$ cat src/rtl/mod_exp_pkg.sv
// Shared definitions for the modular exponentiation engine: FSM state encoding
// and a width helper for cycle counters.
package mod_exp_pkg;

  typedef enum logic [2:0] {
    ST_IDLE   = 3'd0,
    ST_REDUCE = 3'd1,
    ST_MUL    = 3'd2,
    ST_SQR    = 3'd3,
    ST_DONE   = 3'd4
  } state_t;

  // Bits needed to hold values 0..n-1, never less than one bit.
  function automatic int clog2(input int n);
    int r;
    int v;
    r = 0;
    v = n - 1;
    while (v > 0) begin
      r = r + 1;
      v = v >> 1;
    end
    return (r < 1) ? 1 : r;
  endfunction

endpackage

$ cat src/rtl/mod_mul_serial.sv
// Interleaved bit-serial modular multiplier: prod = a*b mod p in WIDTH cycles,
// scanning multiplier bits MSB first. prod_o/done_o are valid in the final step cycle.
module mod_mul_serial
  import mod_exp_pkg::*;
#(
  parameter int WIDTH = 32
) (
  input  logic             CLK,
  input  logic             RST,
  input  logic             start_i,
  input  logic [WIDTH-1:0] a_i,
  input  logic [WIDTH-1:0] b_i,
  input  logic [WIDTH-1:0] p_i,
  output logic             done_o,
  output logic [WIDTH-1:0] prod_o
);

  localparam int CW = clog2(WIDTH);

  logic [WIDTH-1:0] acc_q, acc_d;
  logic [WIDTH-1:0] a_q, a_d;
  logic [WIDTH-1:0] bsh_q, bsh_d;
  logic [WIDTH-1:0] p_q, p_d;
  logic [CW-1:0]    cnt_q, cnt_d;
  logic             run_q, run_d;

  logic [WIDTH-1:0] a_use, p_use, acc_in, acc_nx;
  logic [WIDTH+1:0] sum;
  logic             mbit;

  // acc < p and addend < p, so 2*acc + addend < 3p: at most two subtractions restore acc < p.
  function automatic logic [WIDTH-1:0] reduce2(input logic [WIDTH+1:0] v,
                                               input logic [WIDTH-1:0] m);
    logic [WIDTH+1:0] t;
    t = v;
    if (t >= {2'b00, m}) t = t - {2'b00, m};
    else t = t;
    if (t >= {2'b00, m}) t = t - {2'b00, m};
    else t = t;
    return t[WIDTH-1:0];
  endfunction

  // The start cycle computes its step straight from the ports so no load cycle is lost.
  always_comb begin
    a_use  = start_i ? a_i : a_q;
    p_use  = start_i ? p_i : p_q;
    acc_in = start_i ? '0 : acc_q;
    mbit   = start_i ? b_i[WIDTH-1] : bsh_q[WIDTH-1];
    sum    = {1'b0, acc_in, 1'b0} + {2'b00, (mbit ? a_use : {WIDTH{1'b0}})};
    acc_nx = reduce2(sum, p_use);
    prod_o = acc_nx;
  end

  // Step sequencing and operand capture.
  always_comb begin
    acc_d  = acc_q;
    a_d    = a_q;
    bsh_d  = bsh_q;
    p_d    = p_q;
    cnt_d  = cnt_q;
    run_d  = run_q;
    done_o = 1'b0;
    if (start_i) begin
      a_d    = a_i;
      p_d    = p_i;
      bsh_d  = b_i << 1;
      acc_d  = acc_nx;
      cnt_d  = CW'(1);
      run_d  = (WIDTH > 1);
      done_o = (WIDTH == 1);
    end else if (run_q) begin
      acc_d = acc_nx;
      bsh_d = bsh_q << 1;
      cnt_d = cnt_q + CW'(1);
      if (cnt_q == CW'(WIDTH - 1)) begin
        run_d  = 1'b0;
        done_o = 1'b1;
      end else begin
        run_d = 1'b1;
      end
    end else begin
      run_d = 1'b0;
    end
  end

  // Datapath registers with synchronous active-low reset.
  always_ff @(posedge CLK) begin
    if (!RST) begin
      acc_q <= '0;
      a_q   <= '0;
      bsh_q <= '0;
      p_q   <= '0;
      cnt_q <= '0;
      run_q <= 1'b0;
    end else begin
      acc_q <= acc_d;
      a_q   <= a_d;
      bsh_q <= bsh_d;
      p_q   <= p_d;
      cnt_q <= cnt_d;
      run_q <= run_d;
    end
  end

endmodule

$ cat src/rtl/mod_exp_engine.sv
// Constant-time right-to-left square-and-multiply: result = g^x mod p.
// Optional error flag output enabled by defining MOD_EXP_ERR_EN.
module mod_exp_engine
  import mod_exp_pkg::*;
#(
  parameter int WIDTH     = 32,
  parameter int EXP_WIDTH = 32
) (
  input  logic                 CLK,
  input  logic                 RST,
  input  logic                 start,
  input  logic [WIDTH-1:0]     g,
  input  logic [EXP_WIDTH-1:0] x,
  input  logic [WIDTH-1:0]     p,
  output logic                 busy,
  output logic                 done,
  output logic [WIDTH-1:0]     result
`ifdef MOD_EXP_ERR_EN
  ,
  output logic                 err
`endif
);

  localparam int RCW = clog2(WIDTH + 1);
  localparam int ECW = clog2(EXP_WIDTH + 1);

  state_t               state_q, state_d;
  logic [RCW-1:0]       cnt_q, cnt_d;
  logic [ECW-1:0]       ecnt_q, ecnt_d;
  logic [WIDTH-1:0]     g_q, g_d;
  logic [EXP_WIDTH-1:0] x_q, x_d;
  logic [WIDTH-1:0]     p_q, p_d;
  logic [WIDTH-1:0]     r_q, r_d;
  logic [WIDTH-1:0]     b_q, b_d;
  logic [WIDTH-1:0]     result_q, result_d;
  logic                 done_q, done_d;
  logic                 busy_q, busy_d;
  logic                 launch_q, launch_d;
`ifdef MOD_EXP_ERR_EN
  logic                 err_q, err_d;
`endif

  logic             accept;
  logic             p_small;
  logic [WIDTH:0]   div_t;
  logic [WIDTH-1:0] div_rem;
  logic [WIDTH-1:0] mm_a, mm_prod;
  logic             mm_done;

  assign p_small = (p_q[WIDTH-1:1] == '0);
  assign mm_a    = (state_q == ST_SQR) ? b_q : r_q;

  mod_mul_serial #(.WIDTH(WIDTH)) u_mul (
    .CLK    (CLK),
    .RST    (RST),
    .start_i(launch_q),
    .a_i    (mm_a),
    .b_i    (b_q),
    .p_i    (p_q),
    .done_o (mm_done),
    .prod_o (mm_prod)
  );

  // Restoring-division step for REDUCE; b_q doubles as the partial remainder.
  always_comb begin
    div_t = {b_q, g_q[WIDTH-1]};
    if (div_t >= {1'b0, p_q}) div_rem = WIDTH'(div_t - {1'b0, p_q});
    else div_rem = WIDTH'(div_t);
  end

  // Next-state logic. REDUCE spends its first cycle on the p<2 decision.
  always_comb begin
    state_d  = state_q;
    cnt_d    = cnt_q;
    ecnt_d   = ecnt_q;
    g_d      = g_q;
    x_d      = x_q;
    p_d      = p_q;
    r_d      = r_q;
    b_d      = b_q;
    result_d = result_q;
    done_d   = 1'b0;
    launch_d = 1'b0;
    accept   = 1'b0;
`ifdef MOD_EXP_ERR_EN
    err_d    = err_q;
`endif
    case (state_q)
      ST_IDLE: begin
        if (start) begin
          accept  = 1'b1;
          g_d     = g;
          x_d     = x;
          p_d     = p;
          r_d     = WIDTH'(1);
          b_d     = '0;
          cnt_d   = '0;
          ecnt_d  = '0;
          state_d = ST_REDUCE;
`ifdef MOD_EXP_ERR_EN
          err_d   = 1'b0;
`endif
        end else begin
          state_d = ST_IDLE;
        end
      end
      ST_REDUCE: begin
        if (cnt_q == '0) begin
          if (p_small) state_d = ST_DONE;
          else cnt_d = cnt_q + RCW'(1);
        end else begin
          b_d = div_rem;
          g_d = g_q << 1;
          if (cnt_q == RCW'(WIDTH)) begin
            state_d  = ST_MUL;
            launch_d = 1'b1;
          end else begin
            cnt_d = cnt_q + RCW'(1);
          end
        end
      end
      ST_MUL: begin
        // Product always computed; commit only on a set exponent bit.
        if (mm_done) begin
          r_d      = x_q[0] ? mm_prod : r_q;
          state_d  = ST_SQR;
          launch_d = 1'b1;
        end else begin
          state_d = ST_MUL;
        end
      end
      ST_SQR: begin
        if (mm_done) begin
          b_d = mm_prod;
          x_d = x_q >> 1;
          if (ecnt_q == ECW'(EXP_WIDTH - 1)) begin
            state_d = ST_DONE;
          end else begin
            ecnt_d   = ecnt_q + ECW'(1);
            state_d  = ST_MUL;
            launch_d = 1'b1;
          end
        end else begin
          state_d = ST_SQR;
        end
      end
      ST_DONE: begin
        done_d   = 1'b1;
        result_d = p_small ? '0 : r_q;
        state_d  = ST_IDLE;
`ifdef MOD_EXP_ERR_EN
        err_d    = p_small;
`endif
      end
      default: state_d = ST_IDLE;
    endcase
    busy_d = (state_q != ST_IDLE) || accept;
  end

  // State and datapath registers with synchronous active-low reset.
  always_ff @(posedge CLK) begin
    if (!RST) begin
      state_q  <= ST_IDLE;
      cnt_q    <= '0;
      ecnt_q   <= '0;
      g_q      <= '0;
      x_q      <= '0;
      p_q      <= '0;
      r_q      <= '0;
      b_q      <= '0;
      result_q <= '0;
      done_q   <= 1'b0;
      busy_q   <= 1'b0;
      launch_q <= 1'b0;
`ifdef MOD_EXP_ERR_EN
      err_q    <= 1'b0;
`endif
    end else begin
      state_q  <= state_d;
      cnt_q    <= cnt_d;
      ecnt_q   <= ecnt_d;
      g_q      <= g_d;
      x_q      <= x_d;
      p_q      <= p_d;
      r_q      <= r_d;
      b_q      <= b_d;
      result_q <= result_d;
      done_q   <= done_d;
      busy_q   <= busy_d;
      launch_q <= launch_d;
`ifdef MOD_EXP_ERR_EN
      err_q    <= err_d;
`endif
    end
  end

  assign busy   = busy_q;
  assign done   = done_q;
  assign result = result_q;
`ifdef MOD_EXP_ERR_EN
  assign err    = err_q;
`endif

endmodule

$ cat config.mk
export PLATFORM = sky130hd
export DESIGN_NAME = mod_exp_engine
export DESIGN_NICKNAME = d
export VERILOG_FILES = /design/src/rtl/mod_exp_pkg.sv /design/src/rtl/mod_mul_serial.sv /design/src/rtl/mod_exp_engine.sv
export SDC_FILE = /design/constraint.sdc
export NUM_CORES = 1
export LEC_CHECK = 0
export ABC_AREA = 1
export ABC_CLOCK_PERIOD_IN_PS = 12100
export BUFFER_PORTS_ARGS = -buffer_cell sky130_fd_sc_hd__buf_2
export CORE_MARGIN = 3
export CORE_UTILIZATION = 55
export CTS_CLUSTER_DIAMETER = 150
export DETAILED_ROUTE_END_ITERATION = 7
export GPL_TIMING_DRIVEN = 0
export PLACE_DENSITY = 0.7
export SLEW_MARGIN = 20
export SYNTH_ARGS = -nofsm -noshare
export SYNTH_HDL_FRONTEND = slang
export SYNTH_SLANG_ARGS = --single-unit
$ cat constraint.sdc
create_clock -name CLK -period 12.1 [get_ports CLK]
set_clock_uncertainty 0.1 [all_clocks]
set_input_delay 0.605 -clock CLK [delete_from_list [all_inputs] [get_ports CLK]]
set_output_delay 0.605 -clock CLK [all_outputs]
set_load 0.02 [all_outputs]
==> impl_metrics.tcl, run 1 <==
set metrics [dict create \
    pwr-share-comb_pct 43.5 \
    clk_pin_slew_ps 60 \
    fin_crit_sh_pct 83.1 \
    ant_nets 0 \
    synth.area.top_cells "dfxtp_1 (29%), nand2_1 (17%), o21ai_0 (7.4%)" \
    fmax_ghz 0.0994 \
    io_buffers 131 \
    rows 75 \
    synth_seq_cells 343 \
    synthToLayoutAreaGrowth_pct 11.1 \
    tightest_slew_ps 1070 \
    timing.setup.tns_ps 0 \
    seqPwrFrac_pct 31.1 \
    wl_per_cell_um 20.0 \
    track_usage_pct 38.6 \
    synth.top_cell.area_share_pct 29.2 \
    fill_cells 4343 \
    rsz0062_at_grt "no" \
    synth_seq_area_share_pct 29.2 \
    clock_latency_ps 580 \
    p_int_mw 2.66 \
    cap_violations 0 \
    cp.arrival_ps 10440 \
    drtPass1Iterations 6 \
    cts_tree "done" \
    sw_frac_of_total_pct 43.9 \
    ys_types 54 \
    via_count 26128 \
    hpwl_mm 72.1 \
    min_period_ps 10060 \
    final_layout_size_suffix_gt1_share_pct 6.42 \
    clkPwrFrac_pct 25.4 \
    die_area_um2 45200 \
    layout_commonest_cell "nand2_1" \
    worstHoldPathType "primary input to flip-flop" \
    cp_max_fo 10 \
    drtIter0Drc 2845 \
    die_y_um 213 \
    grt-ovfl-total 0 \
    finalWorstSetupSlack_ps 2040 \
    yosys.area.top_type "dfxtp_1" \
    gp_congestion 1.07 \
    htree_levels 2 \
    start_util_pct 55.9 \
    final_nets 4181 \
    cts_buffer_depth 3 \
    antenna_found_initial 1 \
    wirelength_mm 90.3 \
    path_buf_inv 10 \
    start_kind "flip-flop" \
    io_pins 133 \
    ir_drop_mv 0.134 \
    via_per_inst 5.79 \
    grt_max_degree 15 \
    cp-end-kind "flip-flop" \
    hold_viol_final 0 \
    yosysWarnings 0 \
    cts-hold-fix-buffers 0 \
    mostFrequentLayoutCells "nand2_1 (1,051), inv_1 (464), o21ai_0 (349)" \
    cts_made_buffers 38 \
    drv_slew 0 \
    power.density_nw_per_um2 182 \
    grt_pass1_wl_mm 133 \
    outcome "finished, final reports clean" \
    slew_headroom_pct 28.8 \
    chipWidth_um 213 \
    core_um2 42000 \
    avgSynthCellArea_um2 6.22 \
    clock_sinks 343 \
    synthCells 3775 \
    post-route-util_pct 62.1 \
    cts_setup_buffers 0 \
    synthesis.nets 4010 \
    slowest_delay_ps 600 \
    p_switching_mw 2.08 \
    root_buffer "clkbuf_16" \
    crit_top_cell "nand2_1" \
    route.detailed.drc 0 \
    post_cts_resized 0 \
    syn_area_um2 23500 \
    grt_pass1_vias 23199 \
    crit_slowest_cell "clkbuf_1" \
    p_leak_nw 13.1 \
    dp_slack_ps 2420 \
    crit_family "simple AND/OR/NAND/NOR gates" \
    setup_viol 0 \
    crit_type "flip-flop to flip-flop" \
    crit_required_ps 12480 \
    finalPower_mw 4.75 \
]
## power by group through the flow
| stage | logic (mW) | clock network, mW | registers, mW |
|---|---|---|---|
| detailed placement | 1.99 | 0 | 1.49 |
| finish | 2.06 | 1.21 | 1.47 |
| CTS | 2.01 | 1.20 | 1.47 |
| floorplan | 1.42 | 0 | 1.45 |
| global placement | 1.99 | 0 | 1.49 |
| global route | 2.30 | 1.25 | 1.49 |
## per-layer routing
| layer | track usage [%] | wire length [um] | vias up |
|---|---|---|---|
| met1 | 52.8 | 38000 | 11951 |
| met5 | 0 | 0 | - |
| li1 | - | - | 12644 |
| met3 | 6.32 | 8690 | 246 |
| met2 | 58.6 | 38100 | 1287 |
| met4 | 20.2 | 5540 | 0 |
## state kept, by name (all words and copies together), names as in the netlist, 3 cells and up
| signal | cells |
|---|---|
| ecnt_q | 6 |
| u_mul.a_q | 32 |
| u_mul.p_q | 32 |
| u_mul.acc_q | 32 |
| b_q | 32 |
| g_q | 32 |
| u_mul.bsh_q | 31 |
| x_q | 32 |
| u_mul.cnt_q | 5 |
| result | 32 |
| p_q | 32 |
| state_q | 3 |
| cnt_q | 6 |
| r_q | 32 |
## path summary, 6_finish.rpt
kind                                            from  slack, ps  cells after the start                   end
worst max-delay path             launch_q$_SDFF_PN0_       2040                     46  b_q[24]$_SDFFE_PN0P_
worst min-delay path                           g[24]        200                      3  g_q[24]$_SDFFE_PN0P_
worst max register to register   launch_q$_SDFF_PN0_       2040                     46  b_q[24]$_SDFFE_PN0P_
worst min register to register  x_q[21]$_SDFFE_PN0P_        380                      2  x_q[20]$_SDFFE_PN0P_
## kinds of logic after synthesis
kind of cell,after synthesis,synth area share (%)
adders and majority gates,136,7.37
AOI/OAI and AO/OA,856,19.7
xor gates and xnor gates,91,3.39
buffers and inverters,646,10.6
and+or+nand+nor,1703,29.7
DFF,343,29.2
## final cells by class
cell class	instances	area, um2	area share [%]
multi-input cells	2786	14100	54.1
flip-flops and latches	343	6870	26.3
inverters	481	1810	6.92
clock buffers	56	1150	4.41
plain buffers	165	678	2.60
well taps	539	674	2.58
repair buffers	131	656	2.51
clock inverters	11	133	0.508
diodes	1	2.50	0.00959
## Yosys cell counts (all sizes together)
cell type / n
and3: 2
o2111ai: 2
a31oi: 72
ha: 132
nor3: 38
nor3b: 6
nand2: 1059
a21boi: 4
o21a: 6
nor4: 15
nand4: 58
a311oi: 2
inv: 478
a21oi: 321
o21bai: 21
fa: 4
o31ai: 2
or2: 3
a21o: 17
o22ai: 4
clkinv: 3
a31o: 2
o221ai: 3
o21ai: 374
xor2: 46
nand3: 166
dfxtp: 343
a211oi: 5
a21bo: 1
clkbuf: 129
a22oi: 7
nor2: 346
and2: 2
buf: 36
a221oi: 1
o211ai: 12
nand3b: 8
xnor2: 45
## metrics by stage
stage	area (um2)	hold WS, ps	instances
2_1_floorplan	23500	339	3775
3_3_place_gp	24800	360	4445
3_5_place_dp	24800	367	4445
4_1_cts	26100	188	4512
5_1_grt	26100	202	4512
6_report	26100	199	4513
## worst min-delay path: stages
cell and delay, ps:
buf_2 100, nand2_1 50, a31oi_1 70
Note: power is estimated with default switching activity, not from simulation.
==> inputs of run 2 (changes only) <==
- ABC_CLOCK_PERIOD_IN_PS: 12100 -> 9800
- clock period: 12.1 -> 9.8 ns (I/O delays scaled with it)
==> run 2 against run 1 <==
  * Clock power increased by 23%
  * Hold slack got worse by 110 ps
  * Critical path depth increased by 2
  * Fmax increased by 4.2%
  * Worst setup slack got worse by 1900 ps
  * Core utilization increased by 0.077 points
  * First-iteration DRC count increased by 5.6%
  * Non-clock buffer count decreased by 1
  * Final area increased by 0.12%
  * Sequential cell count unchanged
  * Via count about the same
  * Count of clock-buffer cells in the layout unchanged
==> impl_metrics.tcl, run 2 (same netlist as run 1, synthesis figures left out) <==
set metrics [dict create \
    outcome "finished, final reports clean" \
    track_usage_pct 38.6 \
    grt-ovfl-total 0 \
    setup_viol 0 \
    ir_drop_mv 0.167 \
    finalPower_mw 5.85 \
    chipWidth_um 213 \
    crit_slowest_cell "clkbuf_1" \
    grt_pass1_vias 23199 \
    dp_cells 4445 \
    post-route-util_pct 62.2 \
    io_buffers 131 \
    grt_pass1_wl_mm 133 \
    gp_congestion 1.07 \
    cts-hold-fix-buffers 0 \
    rows 75 \
    clock_latency_ps 570 \
    post_cts_resized 0 \
    cp.arrival_ps 10050 \
    drv_slew 0 \
    synthToLayoutAreaGrowth_pct 11.3 \
    fin_cells 4514 \
    slowest_delay_ps 560 \
    crit_type "flip-flop to flip-flop" \
    core_um2 42000 \
    layout_commonest_cell "nand2_1" \
    clock_sinks 343 \
    crit_top_cell "nand2_1" \
    via_count 26126 \
    root_buffer "clkbuf_16" \
    start_util_pct 55.9 \
    rsz0062_at_grt "no" \
    p_leak_nw 13.2 \
    power.density_nw_per_um2 224 \
    holdPathStages 3 \
    via_per_inst 5.79 \
    htree_levels 2 \
    crit_required_ps 10200 \
    mostFrequentLayoutCells "nand2_1 (1,046), inv_1 (464), o21ai_0 (349)" \
    holdWs_ps 87.4 \
    timing.setup.tns_ps 0 \
    cts_made_buffers 38 \
    hold_viol_final 0 \
    ant_nets 0 \
    slew_headroom_pct 26.7 \
    regToRegSetupSlack_ps 150 \
    wl_per_cell_um 20.0 \
    cap_violations 0 \
    hpwl_mm 72.1 \
    start_kind "flip-flop" \
    die_y_um 213 \
    final_nets 4180 \
    min_period_ps 9650 \
    tightest_slew_ps 1100 \
    cp-end-kind "flip-flop" \
    cp_max_fo 10 \
    drtIter0Drc 3003 \
    cts_tree "done" \
    grt_max_degree 15 \
    final_layout_size_suffix_gt1_share_pct 6.80 \
    ff2ff_path_depth 48 \
    wirelength_mm 90.1 \
    io_pins 133 \
    cts_buffer_depth 3 \
    antenna_found_initial 1 \
    fin_crit_sh_pct 98.5 \
    worstHoldPathType "primary input to flip-flop" \
    cts_setup_buffers 0 \
    route.detailed.drc 0 \
    die_area_um2 45200 \
    drtPass1Iterations 5 \
    clk_pin_slew_ps 60 \
    fmax_ghz 0.104 \
]
==> run 2: cell count changes in the layout (fill, tap and decap cells not counted) <==
cell	previous run	this run
buf_2	148	149
nand2_2	8	13
xnor2_2	0	1
xnor2_1	45	44
nand2_1	1051	1046
diode_2	1	3
clkbuf_1	135	125
clkbuf_2	0	8
==> run 2: worst max-delay path: cells and delay by family (launching register included) <==
family | cells | cell delay (ps)
AOI/OAI and AO/OA | 7 | 1520
xor gates and xnor gates | 1 | 440
adders and majority gates | 4 | 1460
buffers and inverters | 10 | 2050
DFF | 1 | 390
and+or+nand+nor | 26 | 3630
==> run 2: per-stage QoR <==
step / cell area, um2 / worst slack (ps)
after floorplan: 23500 / 3010
after global placement: 24800 / 116
after detailed placement: 24800 / 123
after CTS: 26100 / 71.1
after global routing: 26100 / 11.7
final: 26100 / 146
==> run 2: path summary, 6_finish.rpt <==
kind | start | endpoint
setup / recovery | launch_q$_SDFF_PN0_ | b_q[13]$_SDFFE_PN0P_
hold / removal | g[24] | g_q[24]$_SDFFE_PN0P_
setup reg to reg | launch_q$_SDFF_PN0_ | b_q[13]$_SDFFE_PN0P_
hold reg to reg | x_q[21]$_SDFFE_PN0P_ | x_q[20]$_SDFFE_PN0P_
==> run 2: power breakdown <==
| group | switching, mW | total [mW] | internal, mW |
|---|---|---|---|
| combinational | 1.76 | 2.54 | 0.787 |
| sequential | 0.192 | 1.82 | 1.63 |
| clock | 0.617 | 1.49 | 0.871 |
| total | 2.57 | 5.85 | 3.29 |
==> run 2: area by class of cell <==
type	instances	area [um2]
buffer	164	686
sequential	343	6870
antenna	3	7.51
tap	539	674
multi-input combinational	2786	14200
clock inverter	11	133
inverter	481	1810
fill	4338	15900
clock buffer	56	1150
timing repair buffer	131	656
==> run 2: metal layers <==
| metal | share of wire [%] | track usage (%) |
|---|---|---|
| met5 | 0 | 0 |
| met4 | 6.3 | 20.2 |
| met3 | 9.2 | 6.32 |
| met2 | 42 | 58.6 |
| met1 | 42 | 52.8 |
